## config.mk

```make
export PLATFORM = sky130hd
export DESIGN_NAME = tqvp_prism_cfg_seq_flat
export DESIGN_NICKNAME = d
export VERILOG_FILES = /design/src/rtl/tqvp_prism_cfg_seq_if.sv /design/src/rtl/tqvp_prism_cfg_seq.sv /design/src/flat_wrapper.sv
export SDC_FILE = /design/constraint.sdc
export NUM_CORES = 1
export LEC_CHECK = 0
export CAP_MARGIN = 15
export CORE_ASPECT_RATIO = 1.5
export CORE_MARGIN = 4
export CORE_UTILIZATION = 50
export CTS_CLUSTER_DIAMETER = 50
export CTS_CLUSTER_SIZE = 20
export DETAILED_ROUTE_END_ITERATION = 12
export MAX_ROUTING_LAYER = met4
export PLACE_DENSITY_LB_ADDON = 0.12
export SLEW_MARGIN = 10
export SYNTH_ARGS = -nofsm -noshare
export SYNTH_HDL_FRONTEND = slang
export SYNTH_SLANG_ARGS = --single-unit
```

## constraint.sdc

```tcl
create_clock -name clk -period 4.9 [get_ports clk]
set_input_delay 0.98 -clock clk [delete_from_list [all_inputs] [get_ports clk]]
set_output_delay 0.98 -clock clk [all_outputs]
set_load 0.05 [all_outputs]
```

## src/rtl/tqvp_prism_cfg_seq_if.sv

```systemverilog
// tqvp_prism_cfg_seq_if
//   Bundles every bus-level signal of the PRISM configuration sequencer.
//   The clock and reset stay outside the bundle as plain ports.
//   Modports:
//     master : the environment (software push port, host bus, PRISM read data)
//     slave  : the sequencer itself
//   Signal groups:
//     push_valid/push_ready/push_addr/push_data   config FIFO enqueue
//     start/abort                                 sequence control pulses
//     host_wr/host_addr/host_wdata/host_grant     host pass-through bus
//     dbg_wr/dbg_addr/dbg_wdata/dbg_rdata         PRISM debug port
//     prism_reset/prism_enable                    PRISM control
//     busy/done/err/fill                          status
interface tqvp_prism_cfg_seq_if #(
    parameter int DEPTH = 8
);
    logic                         push_valid;
    logic                         push_ready;
    logic [5:0]                   push_addr;
    logic [31:0]                  push_data;
    logic                         start;
    logic                         abort;
    logic                         host_wr;
    logic [5:0]                   host_addr;
    logic [31:0]                  host_wdata;
    logic                         host_grant;
    logic                         dbg_wr;
    logic [5:0]                   dbg_addr;
    logic [31:0]                  dbg_wdata;
    logic [31:0]                  dbg_rdata;
    logic                         prism_reset;
    logic                         prism_enable;
    logic                         busy;
    logic                         done;
    logic                         err;
    logic [$clog2(DEPTH+1)-1:0]   fill;

    modport master (
        output push_valid, push_addr, push_data, start, abort,
               host_wr, host_addr, host_wdata, dbg_rdata,
        input  push_ready, host_grant, dbg_wr, dbg_addr, dbg_wdata,
               prism_reset, prism_enable, busy, done, err, fill
    );

    modport slave (
        input  push_valid, push_addr, push_data, start, abort,
               host_wr, host_addr, host_wdata, dbg_rdata,
        output push_ready, host_grant, dbg_wr, dbg_addr, dbg_wdata,
               prism_reset, prism_enable, busy, done, err, fill
    );
endinterface

```

## src/rtl/tqvp_prism_cfg_seq.sv

```systemverilog
// tqvp_prism_cfg_seq
//   Configuration sequencer and debug-port arbiter for the PRISM controller.
//   Software queues (addr,data) writes into a small FIFO. A start pulse holds
//   PRISM in reset, plays the queue out on the debug port with idle spacing,
//   then releases PRISM with fsm_enable set. While idle, host writes pass
//   straight through to the debug port.
//   Ports:
//     clk   clock
//     rst   synchronous, active-high reset
//     bus   tqvp_prism_cfg_seq_if.slave (push port, control, host bus,
//           debug port, PRISM control, status)
//   Parameters: DEPTH (FIFO entries, power of 2, >=2), SETTLE (reset hold
//   cycles before the first write, >=1), GAP (idle cycles after each write, >=1).
//   Build option: define PRISM_CFG_READBACK_EN to read back each written
//   register on the first gap cycle; a mismatch takes the abort path.
module tqvp_prism_cfg_seq #(
    parameter int DEPTH  = 8,
    parameter int SETTLE = 4,
    parameter int GAP    = 2
) (
    input logic                 clk,
    input logic                 rst,
    tqvp_prism_cfg_seq_if.slave bus
);
    localparam int AW   = $clog2(DEPTH);
    localparam int FW   = $clog2(DEPTH + 1);
    localparam int CMAX = (SETTLE > GAP) ? SETTLE : GAP;
    localparam int CW   = $clog2(CMAX + 1);

    typedef enum logic [2:0] {
        S_IDLE,
        S_RESET,
        S_WRITE,
        S_GAP,
        S_RELEASE
    } state_t;

    state_t        state_q, state_d;
    logic [CW-1:0] cnt_q;

    logic [5:0]    mem_addr [DEPTH];
    logic [31:0]   mem_data [DEPTH];
    logic [AW-1:0] wr_ptr_q, rd_ptr_q;
    logic [FW-1:0] fill_q;

    logic prism_reset_q, prism_enable_q, done_q, err_q;
    logic idle, start_go, abort_run, flush, push_ok, pop, rb_fail;

    assign idle     = (state_q == S_IDLE);
    // Abort outranks a same-cycle start.
    assign start_go = idle && bus.start && !bus.abort;

`ifdef PRISM_CFG_READBACK_EN
    logic [5:0]  last_addr_q;
    logic [31:0] last_data_q;

    // First gap cycle: the debug port shows the just-written address and the
    // returned data must match what was written.
    assign rb_fail = (state_q == S_GAP) && (cnt_q == '0) && (bus.dbg_rdata != last_data_q);

    always_ff @(posedge clk) begin
        if (rst) begin
            last_addr_q <= '0;
            last_data_q <= '0;
        end else if (state_q == S_WRITE) begin
            last_addr_q <= mem_addr[rd_ptr_q];
            last_data_q <= mem_data[rd_ptr_q];
        end
    end
`else
    logic unused_rdata;
    assign unused_rdata = ^bus.dbg_rdata;
    assign rb_fail      = 1'b0;
`endif

    // A readback miss can only occur while running, so it never fires in IDLE.
    assign abort_run = !idle && (bus.abort || rb_fail);
    assign flush     = bus.abort || rb_fail;
    assign push_ok   = bus.push_valid && bus.push_ready && !flush;
    assign pop       = (state_q == S_WRITE) && !flush;

    // NOTE: the storage array has no reset; fill guarantees a slot is written before it is read.
    always_ff @(posedge clk) begin
        if (push_ok) begin
            mem_addr[wr_ptr_q] <= bus.push_addr;
            mem_data[wr_ptr_q] <= bus.push_data;
        end
    end

    // NOTE: sequential state uses <= so every register sees pre-edge values.
    always_ff @(posedge clk) begin
        if (rst) begin
            wr_ptr_q <= '0;
            rd_ptr_q <= '0;
            fill_q   <= '0;
        end else if (flush) begin
            wr_ptr_q <= '0;
            rd_ptr_q <= '0;
            fill_q   <= '0;
        end else begin
            if (push_ok) wr_ptr_q <= wr_ptr_q + 1'b1;
            if (pop)     rd_ptr_q <= rd_ptr_q + 1'b1;
            case ({push_ok, pop})
                2'b10:   fill_q <= fill_q + 1'b1;
                2'b01:   fill_q <= fill_q - 1'b1;
                default: fill_q <= fill_q;
            endcase
        end
    end

    always_ff @(posedge clk) begin
        if (rst) begin
            state_q <= S_IDLE;
            cnt_q   <= '0;
        end else begin
            state_q <= state_d;
            // Counter restarts on every state change; it times RESET and GAP.
            cnt_q   <= (state_d != state_q) ? '0 : cnt_q + 1'b1;
        end
    end

    always_comb begin
        // NOTE: every signal gets a default first so no path infers a latch.
        state_d       = state_q;
        bus.dbg_wr    = 1'b0;
        bus.dbg_addr  = '0;
        bus.dbg_wdata = '0;
        case (state_q)
            S_IDLE: begin
                bus.dbg_wr    = bus.host_wr;
                bus.dbg_addr  = bus.host_addr;
                bus.dbg_wdata = bus.host_wdata;
                if (start_go && fill_q != '0) state_d = S_RESET;
            end
            S_RESET: begin
                if (cnt_q == CW'(SETTLE - 1)) state_d = S_WRITE;
            end
            S_WRITE: begin
                bus.dbg_wr    = 1'b1;
                bus.dbg_addr  = mem_addr[rd_ptr_q];
                bus.dbg_wdata = mem_data[rd_ptr_q];
                state_d       = S_GAP;
            end
            S_GAP: begin
`ifdef PRISM_CFG_READBACK_EN
                if (cnt_q == '0) bus.dbg_addr = last_addr_q;
`endif
                if (cnt_q == CW'(GAP - 1)) state_d = (fill_q != '0) ? S_WRITE : S_RELEASE;
            end
            S_RELEASE: state_d = S_IDLE;
            default:   state_d = S_IDLE;
        endcase
        if (abort_run) state_d = S_IDLE;
    end

    // PRISM control is registered: it must persist in IDLE after a run or abort.
    always_ff @(posedge clk) begin
        if (rst) begin
            prism_reset_q  <= 1'b0;
            prism_enable_q <= 1'b0;
            done_q         <= 1'b0;
            err_q          <= 1'b0;
        end else begin
            done_q <= 1'b0;
            if (abort_run) begin
                prism_reset_q  <= 1'b1;
                prism_enable_q <= 1'b0;
                err_q          <= 1'b1;
            end else if (start_go) begin
                err_q <= 1'b0;
                if (fill_q == '0) begin
                    done_q <= 1'b1;
                end else begin
                    prism_reset_q  <= 1'b1;
                    prism_enable_q <= 1'b0;
                end
            end else begin
                if (state_d == S_RELEASE) begin
                    prism_reset_q  <= 1'b0;
                    prism_enable_q <= 1'b1;
                end
                if (state_q == S_RELEASE) done_q <= 1'b1;
            end
        end
    end

    assign bus.push_ready   = (fill_q != FW'(DEPTH));
    assign bus.fill         = fill_q;
    assign bus.host_grant   = idle;
    assign bus.busy         = !idle;
    assign bus.prism_reset  = prism_reset_q;
    assign bus.prism_enable = prism_enable_q;
    assign bus.done         = done_q;
    assign bus.err          = err_q;
endmodule

```

## src/flat_wrapper.sv

```systemverilog
// flat-port wrapper written by rule: the top's interface ports become plain ports
module tqvp_prism_cfg_seq_flat 
#(
    parameter int DEPTH  = 8,
    parameter int SETTLE = 4,
    parameter int GAP    = 2
)
  (clk, rst, bus_push_valid, bus_push_addr, bus_push_data, bus_start, bus_abort, bus_host_wr, bus_host_addr, bus_host_wdata, bus_dbg_rdata, bus_push_ready, bus_host_grant, bus_dbg_wr, bus_dbg_addr, bus_dbg_wdata, bus_prism_reset, bus_prism_enable, bus_busy, bus_done, bus_err, bus_fill);
  tqvp_prism_cfg_seq_if #(.DEPTH(DEPTH)) bus_i ();
  input logic clk;
  input logic rst;
  input wire logic [$bits(bus_i.push_valid)-1:0] bus_push_valid;
  input wire logic [$bits(bus_i.push_addr)-1:0] bus_push_addr;
  input wire logic [$bits(bus_i.push_data)-1:0] bus_push_data;
  input wire logic [$bits(bus_i.start)-1:0] bus_start;
  input wire logic [$bits(bus_i.abort)-1:0] bus_abort;
  input wire logic [$bits(bus_i.host_wr)-1:0] bus_host_wr;
  input wire logic [$bits(bus_i.host_addr)-1:0] bus_host_addr;
  input wire logic [$bits(bus_i.host_wdata)-1:0] bus_host_wdata;
  input wire logic [$bits(bus_i.dbg_rdata)-1:0] bus_dbg_rdata;
  output wire logic [$bits(bus_i.push_ready)-1:0] bus_push_ready;
  output wire logic [$bits(bus_i.host_grant)-1:0] bus_host_grant;
  output wire logic [$bits(bus_i.dbg_wr)-1:0] bus_dbg_wr;
  output wire logic [$bits(bus_i.dbg_addr)-1:0] bus_dbg_addr;
  output wire logic [$bits(bus_i.dbg_wdata)-1:0] bus_dbg_wdata;
  output wire logic [$bits(bus_i.prism_reset)-1:0] bus_prism_reset;
  output wire logic [$bits(bus_i.prism_enable)-1:0] bus_prism_enable;
  output wire logic [$bits(bus_i.busy)-1:0] bus_busy;
  output wire logic [$bits(bus_i.done)-1:0] bus_done;
  output wire logic [$bits(bus_i.err)-1:0] bus_err;
  output wire logic [$bits(bus_i.fill)-1:0] bus_fill;
  assign bus_i.push_valid = bus_push_valid;
  assign bus_i.push_addr = bus_push_addr;
  assign bus_i.push_data = bus_push_data;
  assign bus_i.start = bus_start;
  assign bus_i.abort = bus_abort;
  assign bus_i.host_wr = bus_host_wr;
  assign bus_i.host_addr = bus_host_addr;
  assign bus_i.host_wdata = bus_host_wdata;
  assign bus_i.dbg_rdata = bus_dbg_rdata;
  assign bus_push_ready = bus_i.push_ready;
  assign bus_host_grant = bus_i.host_grant;
  assign bus_dbg_wr = bus_i.dbg_wr;
  assign bus_dbg_addr = bus_i.dbg_addr;
  assign bus_dbg_wdata = bus_i.dbg_wdata;
  assign bus_prism_reset = bus_i.prism_reset;
  assign bus_prism_enable = bus_i.prism_enable;
  assign bus_busy = bus_i.busy;
  assign bus_done = bus_i.done;
  assign bus_err = bus_i.err;
  assign bus_fill = bus_i.fill;
  tqvp_prism_cfg_seq #(.DEPTH(DEPTH), .SETTLE(SETTLE), .GAP(GAP)) u_core (.clk(clk), .rst(rst), .bus(bus_i));
endmodule
```

After elaboration in Yosys (flattened, before gate mapping)
Memories as Yosys holds them, arrays and structs flattened. A register that Yosys moved wholly into a read port is not among the register bits.
Index checks and enable logic that the tools add are counted.

cells by class
  reductions and logical operators = 21
  equal/unequal tests = 13
  muxes and demuxes = 28
  $add $sub $neg = 5

operator list
  kind                                                                    number
  32-bit one-hot mux with 2 select lines                                  1
  3-bit two-way mux                                                       9
  1-bit two-way mux                                                       14
  3-bit one-hot mux with 4 select lines                                   1
  6-bit one-hot mux with 2 select lines                                   1
  3-bit by 1-bit adder with 3-bit output (second input constant)          3
  3-bit by 2-bit equality test with 1-bit output (second input constant)  3
  4-bit one-hot mux with 2 select lines                                   1
  1-bit logical AND                                                       7
  3-bit by 1-bit equality test with 1-bit output (second input constant)  2
  3-bit equality test (second input constant)                             2
  2-bit nonzero test                                                      3
  2-bit OR reduction                                                      3
  4-bit by 1-bit adder with 4-bit output (second input constant)          1
  4-bit logical NOT                                                       1
  4-bit inequality test (second input constant)                           1
  2-bit AND reduction                                                     2
  4-bit nonzero test                                                      1
  4-bit by 1-bit subtractor with 4-bit output (second input constant)     1
  3-bit logical NOT                                                       1
  3-bit inequality test                                                   1
  3-bit inequality test (second input constant)                           1
  3-bit nonzero test                                                      1
  2-bit by 1-bit equality test with 1-bit output (second input constant)  1
  other kinds (4)                                                         5

word-level totals
  memory bits (writable) = 304
  memories kept = 2
  word-level logic and storage cells = 78
  register bits after elaboration = 20

memories
  memory           words  bits a word  rd ports  clocked after Yosys merged registers in  write ports  RTL line                  text
  u_core.mem_data  8      32           1         1                                        1            tqvp_prism_cfg_seq.sv:42  logic [31:0] mem_data [DEPTH];
  u_core.mem_addr  8      6            1         1                                        1            tqvp_prism_cfg_seq.sv:41  logic [5:0] mem_addr [DEPTH];

Longest topological paths before layout
Gate-level depths: netlist of run 1.

  word-level depth = 11
  gate-level depth with buffers = 11
  depth with buffers taken out = 10

Worst setup path before layout of run 1
OpenSTA, ideal clock, no wires.

  path kind = register to register
  start = register u_core.fill_q[0], in the netlist u_core.bus.fill[0]
  end = memory u_core.mem_addr[0][0], enable pin
  arrival = 4.340 ns
  setup slack = 0.080 ns
  library setup time = 0.481 ns
  stages on the path, launching flop included = 6
  path buffers = 1
  path through = dfxtp_1 > or4b_1 > buf_2 > nand2_1 > or3_1 > nor3_1

between the ends
  longest elaborated chain between the ends = 5

RTL lines
  what                                     RTL line                   text
  from (decl)                              tqvp_prism_cfg_seq.sv:44   logic [FW-1:0] fill_q;
  from (signal assigned)                   tqvp_prism_cfg_seq.sv:104  2'b10: fill_q <= fill_q + 1'b1;
  from (signal assigned)                   tqvp_prism_cfg_seq.sv:105  2'b01: fill_q <= fill_q - 1'b1;
  from (signal assigned)                   tqvp_prism_cfg_seq.sv:106  default: fill_q <= fill_q;
  4-bit inequality test                    tqvp_prism_cfg_seq.sv:187  assign bus.push_ready = (fill_q != FW'(DEPTH));
  via bus_push_ready                       flat_wrapper.sv:21         output wire logic [$bits(bus_i.push_ready)-1:0] bus_push_ready;
  1-bit logical AND (2 in series)          tqvp_prism_cfg_seq.sv:79   assign push_ok = bus.push_valid && bus.push_ready && !flush;
  1-bit two-way mux                        tqvp_prism_cfg_seq.sv:84   if (push_ok) begin
  1-bit two-way mux (implied by the code)  tqvp_prism_cfg_seq.sv:85   mem_addr[wr_ptr_q] <= bus.push_addr;
  to (decl)                                tqvp_prism_cfg_seq.sv:41

The timed path passes the listed nets, and every way through them passes these cells.

==> results of run 1 <==
[cells in the mapped netlist (2+ instances only)]
library cell / number / area (µm²)
sky130_fd_sc_hd__nand4b_1: 3 / 26.3
sky130_fd_sc_hd__o21ai_0: 39 / 195
sky130_fd_sc_hd__nand4_1: 2 / 12.5
sky130_fd_sc_hd__nand2b_1: 4 / 25.0
sky130_fd_sc_hd__nand2_1: 11 / 41.3
sky130_fd_sc_hd__buf_1: 4 / 15.0
sky130_fd_sc_hd__nor4b_1: 2 / 17.5
sky130_fd_sc_hd__a21oi_1: 11 / 55.1
sky130_fd_sc_hd__dfxtp_1: 23 / 460
sky130_fd_sc_hd__nor4_1: 4 / 25.0
sky130_fd_sc_hd__mux4_2: 76 / 1710
sky130_fd_sc_hd__clkbuf_1: 23 / 86.3
sky130_fd_sc_hd__ha_1: 8 / 100
sky130_fd_sc_hd__inv_1: 5 / 18.8
sky130_fd_sc_hd__xor2_1: 6 / 52.6
sky130_fd_sc_hd__buf_4: 4 / 30.0
sky130_fd_sc_hd__buf_2: 8 / 40.0
sky130_fd_sc_hd__o22ai_1: 38 / 238
sky130_fd_sc_hd__nor2_1: 63 / 236
sky130_fd_sc_hd__nor3_1: 3 / 15.0
sky130_fd_sc_hd__or2_1: 4 / 25.0
sky130_fd_sc_hd__nand3_1: 3 / 15.0
sky130_fd_sc_hd__edfxtp_1: 304 / 9130
[registers in the layout, summed over array words and instances, names as in the netlist, named ones only]
signal / count
u_core.mem_data: 256
u_core.mem_addr: 48
u_core.bus.fill: 4
u_core.cnt_q: 3
u_core.rd_ptr_q: 3
u_core.state_q: 3
u_core.wr_ptr_q: 3
u_core.bus.done: 1
u_core.bus.err: 1
u_core.bus.prism_enable: 1
u_core.bus.prism_reset: 1
[logic make-up after synthesis]
group / share of synthesized area
AOI/OAI and AO/OA: 0.0440
xor gates and xnor gates: 0.00412
adders and majority gates: 0.00941
buffers and inverters: 0.0161
DFF: 0.752
muxes: 0.134
and+or+nand+nor: 0.0406
[stage by stage]
| stage | area (µm²) | hold WS, ns | power (mW) | util |
|---|---|---|---|---|
| 4_1_cts | 15300 | 0.491 | 5.37 | 0.610 |
| 3_3_place_gp | 14500 | 0.451 | 3.41 | 0.578 |
| 2_1_floorplan | 12800 | 0.435 | 3.27 | - |
| 3_5_place_dp | 14500 | 0.472 | 3.42 | 0.578 |
| 6_report | 15300 | 0.489 | 5.32 | 0.610 |
| 5_1_grt | 15300 | 0.514 | 5.51 | 0.610 |
[cells in the final DEF (no fill, tap or decap), types with 3 or more instances in the layout]
cell type	synthesis	routed
sky130_fd_sc_hd__edfxtp_1	304	304
sky130_fd_sc_hd__clkdlybuf4s50_1	0	131
sky130_fd_sc_hd__mux4_2	76	76
sky130_fd_sc_hd__nor2_1	63	56
sky130_fd_sc_hd__o21ai_0	39	39
sky130_fd_sc_hd__o22ai_1	38	38
sky130_fd_sc_hd__clkbuf_16	0	25
sky130_fd_sc_hd__dfxtp_1	23	20
sky130_fd_sc_hd__buf_4	4	17
sky130_fd_sc_hd__nand2_1	11	11
sky130_fd_sc_hd__a21oi_1	11	11
sky130_fd_sc_hd__ha_1	8	8
sky130_fd_sc_hd__nor2_4	0	7
sky130_fd_sc_hd__xor2_1	6	6
sky130_fd_sc_hd__inv_1	5	5
sky130_fd_sc_hd__or2_1	4	4
sky130_fd_sc_hd__nor4_1	4	4
sky130_fd_sc_hd__clkinv_8	0	4
sky130_fd_sc_hd__nand2b_1	4	3
sky130_fd_sc_hd__nand4b_1	3	3
sky130_fd_sc_hd__nand3_1	3	3
sky130_fd_sc_hd__inv_6	0	3
sky130_fd_sc_hd__clkinv_4	0	3
[routing by layer]
| layer | GRT usage | vias to the layer above | routed length [µm] |
|---|---|---|---|
| li1 | - | 2997 | - |
| met1 | 0.256 | 3460 | 11200 |
| met2 | 0.358 | 160 | 14800 |
| met3 | 0.0251 | 21 | 1130 |
| met4 | 0.0353 | 0 | 372 |
| met5 | - | - | 0 |
[final cells by class]
class / count / area [µm²] / area share
clock buffer: 26 / 629 / 0.0411
clock inverter: 16 / 161 / 0.0105
inverter: 6 / 22.5 / 0.00147
multi-input combinational: 296 / 3030 / 0.198
sequential: 327 / 9600 / 0.626
tap: 328 / 410 / 0.0268
timing repair buffer: 150 / 1480 / 0.0965
[report_power, final]
part	leakage, nW	switching, mW	internal [mW]
logic	1.46	0.159	0.117
clock network	0.377	0.993	0.975
registers	2.93	0.00826	3.07
[worst paths after layout]
check                                          end  slack [ns]  depth (start not counted)
worst max register to register  u_core.bus.fill[2]        1.92                          9
worst min register to register     u_core.cnt_q[0]        0.49                          1
worst max-delay path             bus_dbg_wdata[31]        0.75                          5
worst min-delay path               u_core.cnt_q[0]        0.49                          1
==> run summary, run 1 <==
The transition time at the pin with the least slew margin came out at 0.862 ns. The total vias in the final route is 6638. The routed via count divided by cell count is 5.78. At the end of routability-driven placement, the weighted congestion stood at 0.730. The worst slack at placement is 1.24 ns. Setup violations remaining at the end of the flow were counted as 0. The worst setup path is launched from a flip-flop.

Setup repair after global routing left no endpoint under its margin. The peak supply drop came out at 0.328 mV. The clock tree from TritonCTS is yes.

The number of nets in the finished design is 929. The portion of the clock cycle consumed by the worst path in the final layout came out at 0.847. In this run the clock root is driven by a sky130_fd_sc_hd__clkbuf_16. The number of nets still failing antenna checks after routing is 0. After layout, the minimum clock period comes to 4.15 ns. The synthesized area per cell came out at 19.1 µm². The share of the yosys chip area belonging to registers came out at 0.752. The clock slew at the register clock pins of the worst setup and hold paths came out at 0.08 ns. The first-pass detailed-route iteration total is 6. After detailed routing, the number of remaining DRC violations is 0. During synthesis, Yosys emitted a total of 0 warnings. The maximum operating frequency came out at 241 MHz. The layout overhead on the synthesized area came out at 20.2%. The number of global-route vias before repair came out at 7109. In this run the post-CTS setup repair buffer count came out at 0. The worst reg2reg path startpoint is u_core.state_q[1]. The flip-flop and latch count after synthesis is 327. The maximum number of pins on one net before global-route repair is 43. Post-CTS repair changed the size of 0 cells. The number of enable-type register cells in the synthesized netlist is 304. The detailed placer's ending HPWL came out at 15900 µm. Traced cell by cell, the critical path runs through buf_4 -> mux4_2 -> o22ai_1 -> nor2_1 -> clkdlybuf4s50_1. The floorplan has 71 rows. The routed wire length came out at 27500 µm. The critical path buffer and inverter count is 2. The initial antenna violation count was 0. In this run the vertical extent of the chip is 204 µm. The power per cell area is 347 nW/µm². Among cell families on the critical path, the largest total delay comes from buffers and inverters.

The number of H-tree branching levels is 1. On the critical path, the stage with the largest delay is an instance of sky130_fd_sc_hd__clkdlybuf4s50_1. The count of hold-fix buffers inserted at cts is 0. The startpoint identified for the worst hold timing path is u_core.cnt_q[0].

The total global routing overflow came out at 0. The final worst slack is 0.750 ns. The clock sink total is 327. The total negative slack for setup checks came out at 0 ns. At the worst endpoint, the arrival time is 3.17 ns.

The die covers 28200 µm². Across the run, the number of max-cap violations was 0. The buffer levels on the longest clock path is 3. The number of non-filler instances in the completed layout came out at 1149. The final number of hold-violating endpoints is 0. The run finished with clean final reports.

The number of I/O pins is 164. From left edge to right edge, the die measures 138 µm. The synthesized netlist cell count came out at 669. The final count of pins violating max slew is 0. The leakage component of the power came out at 4.77 nW. The required time of the worst setup path came out at 3.92 ns.

The initial standard-cell utilization of the core came out at 0.507. The clock latency on the worst-skew pair came out at 0.53 ns. The number of cells in the design after placement is 1107. The starting DRC count in detailed routing is 408. The proportion of synthesized flip-flops having asynchronous set or reset is 0. The type of destination of the critical path is a primary output.

The average detailed-routed wire length per instance is 24.0 µm. The stage delay of the slowest cell on the critical path came out at 0.72 ns. In this run, CTS created clock tree buffers numbering 25.

The critical path in this run is classified as flip-flop to primary output. For this run, the leading register cell type out of synthesis is sky130_fd_sc_hd__edfxtp_1. The min-delay analysis places its worst path in the category flip-flop to flip-flop. In this run the standard cell core region covers 25100 µm². The number of I/O port buffers came out at 131. Synthesis produced a netlist with a net count of 792. The largest fanout on the critical path is 26.

0 antenna diodes ended up in the layout. The headroom to the max-slew limit came out at 0.425. The first global-routing pass estimated 42300 µm of wire.

In the final layout, the share of cells above drive strength 1 is 0.184. The overall global routing resource usage came out at 0.201. The number of unique standard cell types used by synthesis is 44. The number of fill cells came out at 1795.

The summed instance area of the synthesized netlist came out at 12800 µm². The post-route clock skew came out at 0.0134 ns.
Power figures use the tool's default switching activity.
==> run 2: changes to the inputs <==
- clock period: 4.9 -> 3.8 ns (I/O delays scaled with it)
==> run 2 against run 1 <==
Against the previous run:
- setup slack worse by 0.58 ns
- die area unchanged
- final cell count up 0.17%
- highest routed layer unchanged
- register-to-register slack worse by 1.2 ns
==> run summary, run 2 (synthesis results as in run 1) <==
The fraction of power consumed by the clock network came out at 0.378. The sequential cell area in the final layout is 9600 µm². The power per cell area came out at 452 nW/µm².

The number of remaining DRC errors came out at 0. The root buffer cell is sky130_fd_sc_hd__clkbuf_16. The die covers 28200 µm². TritonCTS built the clock tree. The total net switching power is 1.52 mW. The clock period minus worst slack came out at 3.63 ns. STA classifies the critical path endpoint as a primary output. The total global routing overflow came out at 0. The number of I/O pins came out at 164. The number of nets still failing antenna checks after routing came out at 0. In the final layout, the share of cells above drive strength 1 is 0.224. The peak supply drop is 0.415 mV. Internal power comes to 5.45 mW. The clock slew at the register clock pins of the worst setup and hold paths came out at 0.07 ns.

The detailed placer's ending HPWL came out at 15800 µm. The total negative slack for setup checks is 0 ns. Between clock sinks in the finished design, the worst skew comes to 0.0161 ns. The routed via count divided by cell count came out at 5.82. The part of the total power dissipated in combinational logic came out at 0.053. Setup violations remaining at the end of the flow were counted as 0. The flop-to-flop setup slack came out at 0.68 ns. The initial antenna violation count is 0. The total vias in the final route came out at 6697. Including well taps, the total number of placed cells is 1110. Along the worst hold path, the cell count comes to 2. The initial utilization of the core area, before any placement, comes to 0.507. The final count of pins violating max slew is 0. u_core.mem_data holds more flip-flops than any other register. The share of total power in sequential cells is 0.569.

The core region area is 25100 µm². The number of global-route vias before repair was 7002. The TritonCTS buffer count came out at 25. The number of H-tree branching levels came out at 1. Leaving out fill and tap cells, the most frequent cells in the layout are sky130_fd_sc_hd__edfxtp_1 (304), sky130_fd_sc_hd__clkdlybuf4s50_1 (103), sky130_fd_sc_hd__mux4_2 (76). The buffer levels on the longest clock path came out at 3. In this run the core area contains 71 standard-cell rows. The width of the chip came out at 138 µm. The transition time at the pin with the least slew margin came out at 0.849 ns.

The overall global routing resource usage came out at 0.202. The worst setup path category is flip-flop to primary output. The leakage component of the power is 4.86 nW.

The count of inserted antenna diode cells is 0. The vertical extent of the die came out at 204 µm. The number of I/O port buffers came out at 131. The final number of hold-violating endpoints is 0.

The routed wire length came out at 27700 µm. The endpoint arrival time on the critical path came out at 2.87 ns. The logic depth of the worst register-to-register path is 8.

The headroom to the max-slew limit came out at 0.432. The number of nets in the finished design is 932. The final weighted congestion in routability-driven placement is 0.750. The clock latency on the worst-skew pair came out at 0.55 ns. The start point of the worst min-delay path is u_core.rd_ptr_q[1].

The endpoint identified for the worst register-to-register timing path is u_core.bus.fill[3]. The largest fanout on the critical path is 23. The area of the multi-input gates came out at 3050 µm². The maximum number of pins on one net before global-route repair is 57. In the post-route analysis, the smallest setup slack over all paths is 0.172 ns. The library cell used most frequently in the layout, excluding fill and tap cells, is sky130_fd_sc_hd__edfxtp_1.

The number of fill cells is 1798. The worst reg2reg path startpoint is u_core.state_q[1]. Setup repair after global routing left no endpoint under its margin. The first-pass detailed-route iteration total came out at 4. The run finished with clean final reports. The worst hold-check path type is flip-flop to flip-flop.

The layout overhead on the synthesized area came out at 21.0%. Dividing the final minimum period by the clock period gives 0.955. The required time of the worst setup path is 3.04 ns. After the first detailed-routing iteration, the DRC count stood at 549. The number of non-filler instances in the completed layout is 1151.

The average detailed-routed wire length per instance came out at 24.1 µm. STA classifies the critical path startpoint as a flip-flop. The register with the most flip-flops in the layout has 256 of them. The maximum operating frequency came out at 276 MHz.

Counting every sink on the clock net gives 327. The switching power as a share of total power is 0.218. The number of max-cap violations is 0.

The worst slack at placement came out at 0.616 ns. The first global-routing pass estimated 42200 µm of wire.
[run 2: cell types whose count changed in the layout (fill, tap and decap cells not counted), sizes merged]
| cell | change |
|---|---|
| inv | +1 |
| clkbuf | +1 |
| bufinv | +1 |
| clkdlybuf4s50 | -28 |
| buf | +31 |
| clkinv | -4 |
[run 2: timing repair]
action,CTS,global route
hold buffers,0,0
setup endpoints to repair,0,15
setup buffers,0,0
gates resized for setup,0,3
[run 2: metrics by stage]
stage               power, mW  instance area, µm²  hold WS (ns)   util
global route             7.19               15400         0.507  0.614
finish                   6.98               15400         0.483  0.614
floorplan                4.22               12800         0.435      -
CTS                      7.02               15400         0.490  0.614
detailed placement       4.42               14600         0.470  0.581
global placement         4.41               14600         0.444  0.581
[run 2: cell type report]
class / instances / share of cell area
Clock inverter: 14 / 0.0122
Multi-Input combinational cell: 296 / 0.198
Clock buffer: 27 / 0.0410
Inverter: 6 / 0.00146
Tap cell: 328 / 0.0266
Timing Repair Buffer: 153 / 0.0995
Sequential cell: 327 / 0.622
[run 2: worst max-delay path, cell delays in order (launching register included)]
cell and delay [ns]:
sky130_fd_sc_hd__dfxtp_4 0.64, sky130_fd_sc_hd__mux4_2 0.56, sky130_fd_sc_hd__o22ai_1 0.33, sky130_fd_sc_hd__nor2_1 0.09, sky130_fd_sc_hd__clkdlybuf4s50_1 0.71
[run 2: how the worst max path moves through the flow]
stage                                  to  slack [ns]  depth (start not counted)
global placement          bus_dbg_addr[5]        0.63                          4
CTS                     bus_dbg_wdata[15]        0.03                          5
finish                   bus_dbg_wdata[9]        0.17                          4
global route             bus_dbg_wdata[9]        0.05                          4
floorplan           u_core.mem_addr[2][0]      -0.002                          5
detailed placement      bus_dbg_wdata[15]        0.62                          5
[run 2: metal layers]
| metal | global-route usage | part of all wire | routed length [µm] | vias to the layer above |
|---|---|---|---|---|
| met5 | - | 0 | 0 | - |
| met1 | 0.260 | 0.40 | 11200 | 3476 |
| met2 | 0.351 | 0.53 | 14800 | 176 |
| met3 | 0.0218 | 0.048 | 1320 | 34 |
| met4 | 0.0463 | 0.016 | 454 | 0 |
| li1 | - | - | - | 3011 |
[run 2: power by group through the flow]
stage	logic (mW)	registers [mW]	clock network [mW]
floorplan	0.161	4.06	0
global placement	0.357	4.05	0
detailed placement	0.369	4.05	0
CTS	0.372	3.97	2.68
global route	0.391	3.97	2.83
finish	0.369	3.97	2.64
==> run 3: changes to the inputs <==
- SETUP_SLACK_MARGIN: unset -> 0.05
==> run 3 against run 2 <==
Against the previous run:
- power about the same
- register-to-register slack about the same
- final cell count barely moved
- non-clock buffer count rose by 1
- critical path depth stayed put
- flip-flop and latch count unchanged
- utilization is 0.11 points higher
- clock power about the same
- sequential share of layout area fell by 0.11 points
==> run summary, run 3 (synthesis results as in run 1) <==
The clock period minus worst slack came out at 3.54 ns. The net count of the finished layout is 933. The final number of hold-violating endpoints came to 0.

The count of inserted antenna diode cells came out at 0. In the final layout, the share of cells above drive strength 1 is 0.225. Power comes to 6.97 mW.

The number of flip-flops in the largest register is 256. The endpoint arrival time on the critical path came out at 2.78 ns. The number of I/O pins came out at 164. The power per cell area is 451 nW/µm². The layout overhead on the synthesized area is 21.2%. The utilization after layout came out at 0.615. The initial standard-cell utilization of the core is 0.507.

At the pin with the least slew margin, the transition time is 0.857 ns. The reg-to-reg critical path endpoint is u_core.bus.fill[3]. The clock sink total came out at 327. The flow ran to the end, and the final reports show no timing, DRC or antenna violations. The vertical extent of the die is 204 µm. The hold slack came out at 0.488 ns. The post-route clock skew came out at 0.0142 ns.

Once routing completed, OpenROAD measured the worst setup slack at 0.256 ns. The average detailed-routed wire length per instance is 24.2 µm. After clock tree synthesis, the clock-pin slew on the worst setup and hold paths is 0.08 ns. The logic depth of the worst register-to-register path is 8. The first-pass detailed-route iteration total came out at 5. For this design the static power due to leakage is 4.87 nW.

The worst pin sits at a relative slew slack of 0.426. The core region area is 25100 µm². The final weighted congestion in routability-driven placement is 0.750. The final count of pins violating max slew is 0. The number of setup violations in the final report came out at 0. Along the worst hold path, the cell count comes to 2.

The flop-to-flop setup slack is 0.68 ns. The floorplan has 71 rows. In this run the number of H-tree levels came out at 1. Setup repair after global routing left no endpoint under its margin.

The total global routing overflow is 0. Leaving out fill and tap cells, the most frequent cell in the layout is sky130_fd_sc_hd__edfxtp_1. The largest fanout on the critical path came out at 15. The count of hold-fix buffers inserted at cts came out at 0. The worst reg2reg path startpoint is u_core.state_q[1].

The width of the chip is 138 µm. The worst setup path is captured at a primary output. The register with the most flip-flops in the final layout is u_core.mem_data.

Wires add up to 27900 µm. In this run the most critical hold path is launched from u_core.bus.prism_enable. The count of nets left with antenna violations once routing finished came out at 0. The portion of the clock cycle consumed by the worst path in the final layout came out at 0.933. The number of remaining DRC errors came out at 0. The worst hold path belongs to the class flip-flop to flip-flop. At the worst endpoint, the required time is 3.04 ns. By startpoint and endpoint, the worst setup path is classified as flip-flop to primary output.

In the global route stage, overall resource usage came out at 0.202. The number of global-route vias before repair came out at 7002. On the critical path, the stage with the largest delay is an instance of sky130_fd_sc_hd__clkdlybuf4s50_1. The area of the die came out at 28200 µm².

The number of cells in the design after placement is 1110. The wire-length estimate of the detail-placed layout is 15800 µm. Clock latency on the worst-skew pair, taken at its later pin, is 0.55 ns.

The root buffer cell is sky130_fd_sc_hd__clkbuf_16. The path with the worst hold slack has its endpoint at u_core.bus.prism_enable. The kind of start point of the critical path is a flip-flop. The maximum number of pins on one net before global-route repair is 57. The TritonCTS buffer count is 25.

Timing would allow up to 282 MHz. The buffer levels on the longest clock path is 3. The starting DRC count in detailed routing came out at 512. The number of max-cap violations came out at 0.

The worst slack at placement came out at 0.616 ns. The initial antenna violation count is 0. Walking the worst path, the cells encountered are nand2_1 -> o22ai_1 -> nor2_1 -> clkdlybuf4s50_1. In the layout the commonest cells are sky130_fd_sc_hd__edfxtp_1 (304), sky130_fd_sc_hd__clkdlybuf4s50_1 (103), sky130_fd_sc_hd__mux4_2 (76). The number of non-filler instances in the completed layout came out at 1152. The number of I/O port buffers is 131. The first-pass GRT wire length came out at 42200 µm.

The stage delay of the slowest cell on the critical path is 0.71 ns. The peak supply drop is 0.415 mV. For this block, the via count after detailed routing is 6735.

The clock tree from TritonCTS is yes. The routed via count divided by cell count came out at 5.85.
## run 3: cell count changes in the layout (fill, tap and decap cells not counted)
cell,previous run,this run
sky130_fd_sc_hd__buf_16,0,1
## run 3: worst max-delay path by stage
stage | start | end | slack, ns | cells after the start
2_1_floorplan | u_core.bus.fill[0] | u_core.mem_addr[2][0] | -0.002 | 5
3_3_place_gp | flip-flop | bus_dbg_addr[5] | 0.63 | 4
3_5_place_dp | flip-flop | bus_dbg_wdata[15] | 0.62 | 5
4_1_cts | flip-flop | bus_dbg_wdata[19] | 0.08 | 5
5_1_grt | u_core.state_q[1] | bus_dbg_wdata[19] | 0.13 | 4
6_report | u_core.state_q[1] | bus_dbg_wdata[9] | 0.26 | 4
## run 3: metal layers
metal | up-vias | GRT usage | wire length [µm] | part of all wire
met5 | - | - | 0 | 0
met4 | 0 | 0.0463 | 463 | 0.017
met3 | 34 | 0.0218 | 1400 | 0.050
met2 | 202 | 0.351 | 14900 | 0.53
met1 | 3486 | 0.260 | 11100 | 0.40
li1 | 3013 | - | - | -
## run 3: power breakdown
group          switching [mW]  internal (mW)
logic                   0.210          0.158
clock network            1.30           1.34
registers              0.0108           3.96
total                    1.52           5.45
## run 3: critical path, delay by kind of cell, from the launching register on
family / cells / cell delay [ns]
AO/OA/AOI/OAI: 1 / 0.46
AND/OR/NAND/NOR: 2 / 0.52
flip-flops: 1 / 0.56
buffers and inverters: 1 / 0.71
## run 3: stage by stage
step,TNS (ns),area [µm²]
global route,0,15500
detailed placement,0,14600
global placement,0,14600
CTS,0,15400
floorplan,-0.121,12800
finish,0,15500
## run 3: timing repair
item                       4_1_cts  5_1_grt
setup endpoints to repair        2        8
buffers inserted                 0        1
resized for setup                2        1
## run 3: layout make-up
| cell class | instances | area (µm²) |
|---|---|---|
| clock buffers | 27 | 633 |
| inverters | 6 | 22.5 |
| fillers | 1798 | 9680 |
| flip-flops and latches | 327 | 9600 |
| multi-input cells | 296 | 3050 |
| repair buffers | 154 | 1560 |
| clock inverters | 14 | 189 |
| well taps | 328 | 410 |
